**config.mk**
```make
export PLATFORM = sky130hd
export DESIGN_NAME = mem_arbiter_flat
export DESIGN_NICKNAME = d
export VERILOG_FILES = /design/src/rtl/mem_arbiter_pkg.sv /design/src/rtl/mem_arbiter_if.sv /design/src/rtl/mem_arbiter_wait_counter.sv /design/src/rtl/mem_arbiter.sv /design/src/flat_wrapper.sv
export SDC_FILE = /design/constraint.sdc
export NUM_CORES = 1
export LEC_CHECK = 0
export CORE_MARGIN = 1.5
export CORE_UTILIZATION = 42
export DETAILED_ROUTE_END_ITERATION = 8
export PLACE_DENSITY_LB_ADDON = 0.12
export SLEW_MARGIN = 0
export SYNTH_ARGS = -nofsm -noshare
export SYNTH_HDL_FRONTEND = slang
export SYNTH_SLANG_ARGS = --single-unit
```
**constraint.sdc**
```tcl
create_clock -name clk -period 3 [get_ports clk]
set_input_delay 0.9 -clock clk [delete_from_list [all_inputs] [get_ports clk]]
set_output_delay 0.9 -clock clk [all_outputs]
set_load 0.01 [all_outputs]
```
**src/rtl/mem_arbiter_pkg.sv**
```systemverilog
// mem_arbiter_pkg
//   Shared definitions for the two-requester memory arbiter: FSM state
//   encoding, owner identifiers, wait-counter width and the round-robin
//   pick function.
package mem_arbiter_pkg;

  localparam logic [1:0] ST_IDLE   = 2'd0;
  localparam logic [1:0] ST_ACCESS = 2'd1;
  localparam logic [1:0] ST_ACK    = 2'd2;

  typedef enum logic [1:0] {
    IDLE   = ST_IDLE,
    ACCESS = ST_ACCESS,
    ACK    = ST_ACK
  } state_t;

  localparam logic OWN_CPU = 1'b0;
  localparam logic OWN_DMA = 1'b1;

  // WAIT_CYC is limited to 0..15, so four bits of countdown suffice.
  localparam int CNT_W = 4;

  // Chooses the next owner. On a tie the requester that did not own the
  // port last time wins; with a single requester that one wins.
  function automatic logic rr_pick(input logic cpu_req,
                                   input logic dma_req,
                                   input logic last_owner);
    logic pick;
    if (cpu_req && dma_req) begin
      pick = (last_owner == OWN_CPU) ? OWN_DMA : OWN_CPU;
    end else if (dma_req) begin
      pick = OWN_DMA;
    end else begin
      pick = OWN_CPU;
    end
    return pick;
  endfunction

endpackage

```
**src/rtl/mem_arbiter_if.sv**
```systemverilog
// mem_arbiter_if
//   Bundles the CPU request port, the DMA request port and the shared
//   memory port of the arbiter.
//   slave  : the arbiter side (takes requests and mem_rdata, drives acks,
//            read data, memory strobes, busy and owner).
//   master : the environment side (requesters plus memory model).
interface mem_arbiter_if #(
  parameter int AW = 16,
  parameter int DW = 16
);
  logic          cpu_req;
  logic          cpu_we;
  logic [AW-1:0] cpu_addr;
  logic [DW-1:0] cpu_wdata;
  logic          cpu_ack;
  logic [DW-1:0] cpu_rdata;

  logic          dma_req;
  logic          dma_we;
  logic [AW-1:0] dma_addr;
  logic [DW-1:0] dma_wdata;
  logic          dma_ack;
  logic [DW-1:0] dma_rdata;

  logic          mem_en;
  logic          mem_we;
  logic [AW-1:0] mem_addr;
  logic [DW-1:0] mem_wdata;
  logic [DW-1:0] mem_rdata;

  logic          busy;
  logic          owner;

  modport slave (
    input  cpu_req, cpu_we, cpu_addr, cpu_wdata,
    input  dma_req, dma_we, dma_addr, dma_wdata,
    input  mem_rdata,
    output cpu_ack, cpu_rdata, dma_ack, dma_rdata,
    output mem_en, mem_we, mem_addr, mem_wdata,
    output busy, owner
  );

  modport master (
    output cpu_req, cpu_we, cpu_addr, cpu_wdata,
    output dma_req, dma_we, dma_addr, dma_wdata,
    output mem_rdata,
    input  cpu_ack, cpu_rdata, dma_ack, dma_rdata,
    input  mem_en, mem_we, mem_addr, mem_wdata,
    input  busy, owner
  );

endinterface

```
**src/rtl/mem_arbiter_wait_counter.sv**
```systemverilog
// arb_wait_counter
//   Loadable down-counter timing the memory access latency.
//   clk, reset : clock and asynchronous active-low reset
//   load       : load load_val (takes priority over dec)
//   load_val   : value to load
//   dec        : decrement by one, saturating at zero
//   zero       : count is zero
module arb_wait_counter #(
  parameter int W = 4
) (
  input  logic         clk,
  input  logic         reset,
  input  logic         load,
  input  logic [W-1:0] load_val,
  input  logic         dec,
  output logic         zero
);

  logic [W-1:0] cnt_r;

  // Count register: load, decrement or hold.
  always_ff @(posedge clk or negedge reset) begin
    if (!reset) begin
      cnt_r <= {W{1'b0}};
    end else if (load) begin
      cnt_r <= load_val;
    end else if (dec && (cnt_r != {W{1'b0}})) begin
      cnt_r <= cnt_r - W'(1);
    end else begin
      cnt_r <= cnt_r;
    end
  end

  assign zero = (cnt_r == {W{1'b0}});

endmodule

```
**src/rtl/mem_arbiter.sv**
```systemverilog
// mem_arbiter
//   Shares one memory port between the CPU controller and the DMA engine.
//   One requester is granted at a time; the port is held for WAIT_CYC+1
//   access cycles, followed by a one-cycle ack to the owner. Ties are
//   resolved round-robin, CPU first after reset.
//   clk   : system clock
//   reset : asynchronous active-low reset; an in-flight access is dropped
//   bus   : request ports, memory port, busy and owner (slave modport)
module mem_arbiter
  import mem_arbiter_pkg::*;
#(
  parameter int AW       = 16,
  parameter int DW       = 16,
  parameter int WAIT_CYC = 2
) (
  input  logic           clk,
  input  logic           reset,
  mem_arbiter_if.slave   bus
);

  state_t        state_r;
  state_t        state_nxt_s;

  logic          grant_s;
  logic          grant_owner_s;
  logic          cnt_load_s;
  logic          cnt_dec_s;
  logic          cnt_zero_s;
  logic          capture_s;

  logic          sel_we_s;
  logic [AW-1:0] sel_addr_s;
  logic [DW-1:0] sel_wdata_s;

  logic          owner_r;
  logic          last_owner_r;
  logic          we_lat_r;
  logic          mem_en_r;
  logic          mem_we_r;
  logic [AW-1:0] mem_addr_r;
  logic [DW-1:0] mem_wdata_r;
  logic          cpu_ack_r;
  logic          dma_ack_r;
  logic [DW-1:0] cpu_rdata_r;
  logic [DW-1:0] dma_rdata_r;
  logic          busy_r;

  arb_wait_counter #(.W(CNT_W)) u_wait (
    .clk      (clk),
    .reset    (reset),
    .load     (cnt_load_s),
    .load_val (CNT_W'(WAIT_CYC)),
    .dec      (cnt_dec_s),
    .zero     (cnt_zero_s)
  );

  // FSM state register.
  always_ff @(posedge clk or negedge reset) begin
    if (!reset) begin
      state_r <= IDLE;
    end else begin
      state_r <= state_nxt_s;
    end
  end

  // FSM next state, grant decision and counter control.
  always_comb begin
    state_nxt_s   = state_r;
    grant_s       = 1'b0;
    grant_owner_s = OWN_CPU;
    cnt_load_s    = 1'b0;
    cnt_dec_s     = 1'b0;
    capture_s     = 1'b0;
    case (state_r)
      IDLE: begin
        if (bus.cpu_req || bus.dma_req) begin
          grant_s       = 1'b1;
          grant_owner_s = rr_pick(bus.cpu_req, bus.dma_req, last_owner_r);
          cnt_load_s    = 1'b1;
          state_nxt_s   = ACCESS;
        end else begin
          state_nxt_s   = IDLE;
        end
      end
      ACCESS: begin
        if (!cnt_zero_s) begin
          cnt_dec_s   = 1'b1;
        end else begin
          // Read data is valid on the last access cycle only.
          capture_s   = ~we_lat_r;
          state_nxt_s = ACK;
        end
      end
      ACK: begin
        state_nxt_s = IDLE;
      end
      default: begin
        state_nxt_s = IDLE;
      end
    endcase
  end

  // Select the request fields of the requester being granted.
  always_comb begin
    sel_we_s    = 1'b0;
    sel_addr_s  = {AW{1'b0}};
    sel_wdata_s = {DW{1'b0}};
    if (grant_owner_s == OWN_DMA) begin
      sel_we_s    = bus.dma_we;
      sel_addr_s  = bus.dma_addr;
      sel_wdata_s = bus.dma_wdata;
    end else begin
      sel_we_s    = bus.cpu_we;
      sel_addr_s  = bus.cpu_addr;
      sel_wdata_s = bus.cpu_wdata;
    end
  end

  // Grant-time latches: request fields, owner and round-robin history.
  always_ff @(posedge clk or negedge reset) begin
    if (!reset) begin
      mem_addr_r   <= {AW{1'b0}};
      mem_wdata_r  <= {DW{1'b0}};
      we_lat_r     <= 1'b0;
      owner_r      <= OWN_CPU;
      last_owner_r <= OWN_DMA;
    end else if (grant_s) begin
      mem_addr_r   <= sel_addr_s;
      mem_wdata_r  <= sel_wdata_s;
      we_lat_r     <= sel_we_s;
      owner_r      <= grant_owner_s;
      last_owner_r <= grant_owner_s;
    end else begin
      mem_addr_r   <= mem_addr_r;
      mem_wdata_r  <= mem_wdata_r;
      we_lat_r     <= we_lat_r;
      owner_r      <= owner_r;
      last_owner_r <= last_owner_r;
    end
  end

  // Registered strobes, acks and busy, all decoded from the next state.
  always_ff @(posedge clk or negedge reset) begin
    if (!reset) begin
      mem_en_r  <= 1'b0;
      mem_we_r  <= 1'b0;
      busy_r    <= 1'b0;
      cpu_ack_r <= 1'b0;
      dma_ack_r <= 1'b0;
    end else begin
      mem_en_r  <= (state_nxt_s == ACCESS);
      mem_we_r  <= (state_nxt_s == ACCESS) && (grant_s ? sel_we_s : we_lat_r);
      busy_r    <= (state_nxt_s != IDLE);
      cpu_ack_r <= (state_nxt_s == ACK) && (owner_r == OWN_CPU);
      dma_ack_r <= (state_nxt_s == ACK) && (owner_r == OWN_DMA);
    end
  end

  // Read-data capture into the owner's register only.
  always_ff @(posedge clk or negedge reset) begin
    if (!reset) begin
      cpu_rdata_r <= {DW{1'b0}};
      dma_rdata_r <= {DW{1'b0}};
    end else if (capture_s && (owner_r == OWN_DMA)) begin
      cpu_rdata_r <= cpu_rdata_r;
      dma_rdata_r <= bus.mem_rdata;
    end else if (capture_s) begin
      cpu_rdata_r <= bus.mem_rdata;
      dma_rdata_r <= dma_rdata_r;
    end else begin
      cpu_rdata_r <= cpu_rdata_r;
      dma_rdata_r <= dma_rdata_r;
    end
  end

  assign bus.mem_en    = mem_en_r;
  assign bus.mem_we    = mem_we_r;
  assign bus.mem_addr  = mem_addr_r;
  assign bus.mem_wdata = mem_wdata_r;
  assign bus.cpu_ack   = cpu_ack_r;
  assign bus.dma_ack   = dma_ack_r;
  assign bus.cpu_rdata = cpu_rdata_r;
  assign bus.dma_rdata = dma_rdata_r;
  assign bus.busy      = busy_r;
  assign bus.owner     = owner_r;

endmodule
```
**src/flat_wrapper.sv**
```systemverilog
// flat-port wrapper written by rule: the top's interface ports become plain ports
module mem_arbiter_flat import mem_arbiter_pkg::*;
#(
  parameter int AW       = 16,
  parameter int DW       = 16,
  parameter int WAIT_CYC = 2
)
  (clk, reset, bus_cpu_req, bus_cpu_we, bus_cpu_addr, bus_cpu_wdata, bus_dma_req, bus_dma_we, bus_dma_addr, bus_dma_wdata, bus_mem_rdata, bus_cpu_ack, bus_cpu_rdata, bus_dma_ack, bus_dma_rdata, bus_mem_en, bus_mem_we, bus_mem_addr, bus_mem_wdata, bus_busy, bus_owner);
  mem_arbiter_if #(.AW(AW), .DW(DW)) bus_i ();
  input  logic clk;
  input  logic reset;
  input wire logic [$bits(bus_i.cpu_req)-1:0] bus_cpu_req;
  input wire logic [$bits(bus_i.cpu_we)-1:0] bus_cpu_we;
  input wire logic [$bits(bus_i.cpu_addr)-1:0] bus_cpu_addr;
  input wire logic [$bits(bus_i.cpu_wdata)-1:0] bus_cpu_wdata;
  input wire logic [$bits(bus_i.dma_req)-1:0] bus_dma_req;
  input wire logic [$bits(bus_i.dma_we)-1:0] bus_dma_we;
  input wire logic [$bits(bus_i.dma_addr)-1:0] bus_dma_addr;
  input wire logic [$bits(bus_i.dma_wdata)-1:0] bus_dma_wdata;
  input wire logic [$bits(bus_i.mem_rdata)-1:0] bus_mem_rdata;
  output wire logic [$bits(bus_i.cpu_ack)-1:0] bus_cpu_ack;
  output wire logic [$bits(bus_i.cpu_rdata)-1:0] bus_cpu_rdata;
  output wire logic [$bits(bus_i.dma_ack)-1:0] bus_dma_ack;
  output wire logic [$bits(bus_i.dma_rdata)-1:0] bus_dma_rdata;
  output wire logic [$bits(bus_i.mem_en)-1:0] bus_mem_en;
  output wire logic [$bits(bus_i.mem_we)-1:0] bus_mem_we;
  output wire logic [$bits(bus_i.mem_addr)-1:0] bus_mem_addr;
  output wire logic [$bits(bus_i.mem_wdata)-1:0] bus_mem_wdata;
  output wire logic [$bits(bus_i.busy)-1:0] bus_busy;
  output wire logic [$bits(bus_i.owner)-1:0] bus_owner;
  assign bus_i.cpu_req = bus_cpu_req;
  assign bus_i.cpu_we = bus_cpu_we;
  assign bus_i.cpu_addr = bus_cpu_addr;
  assign bus_i.cpu_wdata = bus_cpu_wdata;
  assign bus_i.dma_req = bus_dma_req;
  assign bus_i.dma_we = bus_dma_we;
  assign bus_i.dma_addr = bus_dma_addr;
  assign bus_i.dma_wdata = bus_dma_wdata;
  assign bus_i.mem_rdata = bus_mem_rdata;
  assign bus_cpu_ack = bus_i.cpu_ack;
  assign bus_cpu_rdata = bus_i.cpu_rdata;
  assign bus_dma_ack = bus_i.dma_ack;
  assign bus_dma_rdata = bus_i.dma_rdata;
  assign bus_mem_en = bus_i.mem_en;
  assign bus_mem_we = bus_i.mem_we;
  assign bus_mem_addr = bus_i.mem_addr;
  assign bus_mem_wdata = bus_i.mem_wdata;
  assign bus_busy = bus_i.busy;
  assign bus_owner = bus_i.owner;
  mem_arbiter #(.AW(AW), .DW(DW), .WAIT_CYC(WAIT_CYC)) u_core (.clk(clk), .reset(reset), .bus(bus_i));
endmodule
```
Word level (Yosys, flattened, before mapping)
Cells that the tools add are included.
{"block": "op_classes", "n_addsub": 1, "n_eq_ne": 3, "muxes": 20, "bitwise": 3, "reduce_logical": 13}
{"operator": "$mux 16", "n": 2}
{"operator": "$mux 1", "n": 14}
{"operator": "$mux 4", "n": 2}
{"operator": "$logic_and 1x1->1", "n": 6}
{"operator": "$eq 2x1->1 const B", "n": 2}
{"operator": "$logic_not 4->1", "n": 1}
{"operator": "$pmux 2 s2", "n": 1}
{"operator": "$reduce_bool 2->1", "n": 2}
{"operator": "$reduce_bool 4->1", "n": 1}
{"operator": "$sub 4x1->4 const B", "n": 1}
{"operator": "$not 1->1", "n": 3}
{"operator": "$eq 2x2->1 const B", "n": 1}
{"operator": "$logic_not 2->1", "n": 1}
{"operator": "$mux 2", "n": 1}
{"operator": "$reduce_and 2->1", "n": 1}
{"operator": "$logic_or 1x1->1", "n": 1}
{"block": "totals", "reg_bits": 78, "in_bits": 86, "output_inout_bits": 70, "elab_cells": 54}

Longest topological paths before layout
{"block": "depth", "word_depth": 7, "ltp_mapped": 8, "mapped_depth_nobuf": 5}

Cells and area by module
From an unflattened synthesis, not the netlist that was laid out.
{"block": "hier_totals", "cells_unflattened": 320, "area_unflattened_um2": 3619.7}
{"module": "mem_arbiter", "n_inst": 1, "cells_each": 293, "area_per_inst_um2": 3349.5, "seq_area_each_um2": 1853.0}
{"module": "arb_wait_counter", "n_inst": 1, "cells_each": 27, "area_per_inst_um2": 270.3, "seq_area_each_um2": 100.1}

Least setup slack after synthesis
Ideal clock, no wire load.
{"block": "synth_path", "kind": "register -> register", "startpoint": "register u_core.u_wait.cnt_r[0]", "endpoint": "register u_core.cpu_rdata_r[10], in the netlist u_core.bus.cpu_rdata[10]", "setup_time_ns": 0.125, "arrival_ns": 2.059, "t_required_ns": 2.875, "setup_slack_ns": 0.816, "stages_incl_launch_ff": 9, "path_buffers": 3, "synth_period_minus_slack_ns": 2.184, "path_cell_list": "dfrtp_1 inv_1 ha_1 or3b_1 buf_2 or4_4 buf_6 buf_12 mux2_4"}
{"block": "synth_between", "elab_chain_len": 6}
{"item": "start: declaration", "line": "mem_arbiter_wait_counter.sv:19", "source": "logic [W-1:0] cnt_r;"}
{"item": "start signal: assignment", "line": "mem_arbiter_wait_counter.sv:24", "source": "cnt_r <= {W{1'b0}};"}
{"item": "start signal: assignment", "line": "mem_arbiter_wait_counter.sv:26", "source": "cnt_r <= load_val;"}
{"item": "start signal: assignment", "line": "mem_arbiter_wait_counter.sv:28", "source": "cnt_r <= cnt_r - W'(1);"}
{"item": "$logic_not 4->1 (*)", "line": "mem_arbiter_wait_counter.sv:34", "source": "assign zero = (cnt_r == {W{1'b0}});"}
{"item": "$mux 1 (*)", "line": "mem_arbiter.sv:86", "source": "if (!cnt_zero_s) begin"}
{"item": "$mux 1 (*)", "line": "mem_arbiter.sv:74", "source": "case (state_r)"}
{"item": "$logic_and 1x1->1", "line": "mem_arbiter.sv:164", "source": "end else if (capture_s && (owner_r == OWN_DMA)) begin"}
{"item": "$not 1->1 (no line)"}
{"item": "$reduce_and 2->1 (no line) (*)"}
{"item": "end signal: assignment", "line": "mem_arbiter.sv:162", "source": "cpu_rdata_r <= {DW{1'b0}};"}
{"item": "end signal: assignment", "line": "mem_arbiter.sv:165", "source": "cpu_rdata_r <= cpu_rdata_r;"}
{"item": "end signal: assignment", "line": "mem_arbiter.sv:168", "source": "cpu_rdata_r <= bus.mem_rdata;"}
{"item": "end: declaration", "line": "mem_arbiter.sv:44", "source": "logic [DW-1:0] cpu_rdata_r;"}
Every way passes the cells marked *; elsewhere a longest branch is shown, timed or not.
A chain may end at the register's enable or synchronous reset.

Final worst setup path
{"block": "layout_path", "startpoint": "register u_core.u_wait.cnt_r[0]", "endpoint": "register u_core.cpu_rdata_r[5], in the netlist u_core.bus.cpu_rdata[5]"}
Same word-level chain as after synthesis.

==> results_dict.tcl <==
set metrics [dict create \
    antenna_left 0 \
    max_freq_ghz 0.437 \
    synth_top_cell_area_share_pct 56.3 \
    post_cts_buffers 0 \
    finalMaxSlewViolations 0 \
    drt_iter0_drc 95 \
    relSlewSlack_pct 55.3 \
    synth.cell_area_mm2 0.00342 \
    status "complete, no violations" \
    yosysWarnings 0 \
    cts.sinks 78 \
    synthCells 305 \
    ys.flop_type "dfrtp_1" \
    grt_max_degree 56 \
    min_period_ns 2.29 \
    leakagePower_nw 2.22 \
    finalSetupViolations 0 \
    numCtsBuffers 9 \
    viasPerCell 5.30 \
    antenna_found_initial 0 \
    wirelength_mm 9.10 \
    grt_pass1_vias 2928 \
    hpwl_mm 6.47 \
    post-route-period-util_pct 76.3 \
    critPathLaunchType "flip-flop" \
    drt_pre_antenna_iters 6 \
    grt_pass1_wl_mm 14.6 \
    io_pins 156 \
    path_buf_inv 1 \
    path_max_fanout 16 \
    antenna_cells 0 \
    die-height_um 93.3 \
    critPathSlowestCell "or4_4" \
    crit_path_start "u_core.u_wait.cnt_r[0]" \
    dpl_cell_area_mm2 0.00508 \
    hold_buffers 0 \
    final_nets 544 \
    skew_ns 0.0132 \
    critPathKind "reg -> reg" \
    worstMarginPinSlew_ns 0.670 \
    path_cells "inv_1 > ha_1 > or3b_1 > or4_4 > mux2_4" \
    hold_violations 0 \
    num_vias 2985 \
    htreeDepth 3 \
    yosysSeqAreaShare_pct 57.1 \
    cts_resized 0 \
    syn2layout_area_growth_pct 54.1 \
    r2r-start "u_core.u_wait.cnt_r[0]" \
    cts_root_buf "clkbuf_8" \
    final_area_mm2 0.00528 \
    clk_path_buf_depth 2 \
    die_width_um 93.3 \
    synthDistinctLibCells 32 \
    routabilityCongestion 0.797 \
    required_ns 3.23 \
    final.setup.tns_ns 0 \
    die_area_mm2 0.00870 \
    powerDensity_mw_per_mm2 980 \
    rsz0062_at_grt "no" \
    ys_ff_latch 78 \
    critPathTopFamily "simple AND/OR/NAND/NOR gates" \
    synth_area_leaders "dfrtp_1 (56%), mux2_2 (7.2%), o31ai_1 (6.8%)" \
    syn_nets 393 \
    max_stage_delay_ns 0.63 \
    wire_per_inst_um 16.2 \
    insertion_delay_ns 0.35 \
    coreArea_mm2 0.00781 \
    cp.arrival_ns 2.51 \
    start_util_pct 43.8 \
    synthArstFlopShare_pct 100 \
    cts_tree "done" \
    drc_errors 0 \
    syn_avg_cell_area_um2 11.2 \
    clk_pin_slew_ns 0.09 \
    maxCapViolations 0 \
    cp-end-kind "flip-flop" \
    yosys.area.top_type "dfrtp_1" \
    final_core_util_pct 67.6 \
    grt_use_total_pct 21.5 \
    synth_edf_count 0 \
    grt-ovfl-total 0 \
    drive_gt1_share_pct 14.5 \
    hold_class "in -> async" \
    rows 32 \
    port_buffers 155 \
    peakVddDrop_v 0.000448 \
]
-- flip-flops by register name, summed over array words and instances (netlist names) --
register              count
u_core.bus.busy           1
u_core.bus.cpu_ack        1
u_core.bus.cpu_rdata     16
u_core.bus.dma_ack        1
u_core.bus.dma_rdata     16
u_core.bus.mem_addr      16
u_core.bus.mem_en         1
u_core.bus.mem_wdata     16
u_core.bus.mem_we         1
u_core.bus.owner          1
u_core.last_owner_r       1
u_core.state_r            2
u_core.u_wait.cnt_r       4
u_core.we_lat_r           1
-- Yosys cell counts (2+ instances only) --
library cell / number
o21ai_0: 39
nor2_1: 34
nand2_1: 4
mux2_4: 10
a21oi_1: 32
inv_1: 2
o31ai_1: 31
ha_1: 2
clkbuf_1: 23
dfrtp_1: 77
nand3_1: 3
mux2_2: 22
a22o_1: 2
mux2i_1: 4
nor3_1: 3
-- layout by cell type (no fill, tap or decap), drive strengths merged, types with 2 or more instances in the layout --
cell / instances
dfrtp: 77
nor3: 3
clkinv: 2
inv: 2
mux2i: 4
o21ai: 40
nor2: 34
nand2: 4
mux2: 32
clkinvlp: 3
ha: 2
buf: 12
clkbuf: 10
nand3: 3
o31ai: 31
clkdlybuf4s50: 154
a21oi: 32
a22o: 2
-- power by group --
| part | total, mW | internal [mW] | switching, mW |
|---|---|---|---|
| clock network | 0.771 | 0.382 | 0.390 |
| registers | 1.85 | 1.57 | 0.278 |
| logic | 2.55 | 1.42 | 1.13 |
| total | 5.17 | 3.37 | 1.80 |
-- worst register-to-register path, delay by kind of cell, from the launching register on --
| family | cells | cell delay (ns) |
|---|---|---|
| multiplexers | 1 | 0.36 |
| adder cells (fa/ha/maj) | 1 | 0.17 |
| AND/OR/NAND/NOR | 2 | 1.13 |
| buffers and inverters | 1 | 0.11 |
| flip-flops | 1 | 0.40 |
-- layer usage --
metal,part of all wire (%),up-vias,wire (µm),GRT usage [%]
met2,46,136,4180,32.5
met1,44,1443,4000,29.4
met4,1.5,0,139,7.20
met3,8.5,11,777,6.67
li1,-,1395,-,-
met5,0,-,0,0
-- path summary, 6_finish.rpt --
check,end,slack [ns],cells after the start
max,u_core.bus.cpu_rdata[5],0.71,5
min,u_core.bus.dma_rdata[1],0.43,1
max reg2reg,u_core.bus.cpu_rdata[5],0.71,5
min reg2reg,u_core.bus.cpu_rdata[5],0.51,1
max in group asynchronous,u_core.last_owner_r,1.92,2
min in group clk,u_core.bus.cpu_rdata[5],0.51,1
-- kinds of logic after synthesis --
group,Yosys count,share of synthesized area (%)
compound gates,109,18.8
fa+ha+maj,2,0.731
buf+inv,28,3.80
flops,78,57.1
mux,36,12.8
simple gates,52,6.83
-- final cells by class --
class	count	area, µm²
repair buffers	166	1640
clock inverters	6	62.6
fillers	658	2530
clock buffers	10	128
flip-flops and latches	78	1950
inverters	2	7.51
well taps	102	128
multi-input cells	199	1350
-- metrics by stage --
step           cells  hold slack [ns]  power (mW)  setup slack [ns]
3_5_place_dp     547            0.493        4.43             0.507
2_1_floorplan    305            0.457        3.08             0.816
3_3_place_gp     547            0.481        4.36             0.613
4_1_cts          563            0.441        5.20             0.701
6_report         563            0.435        5.17             0.712
5_1_grt          563            0.447        5.50             0.634
No activity file was read; power rests on OpenSTA's default activity.
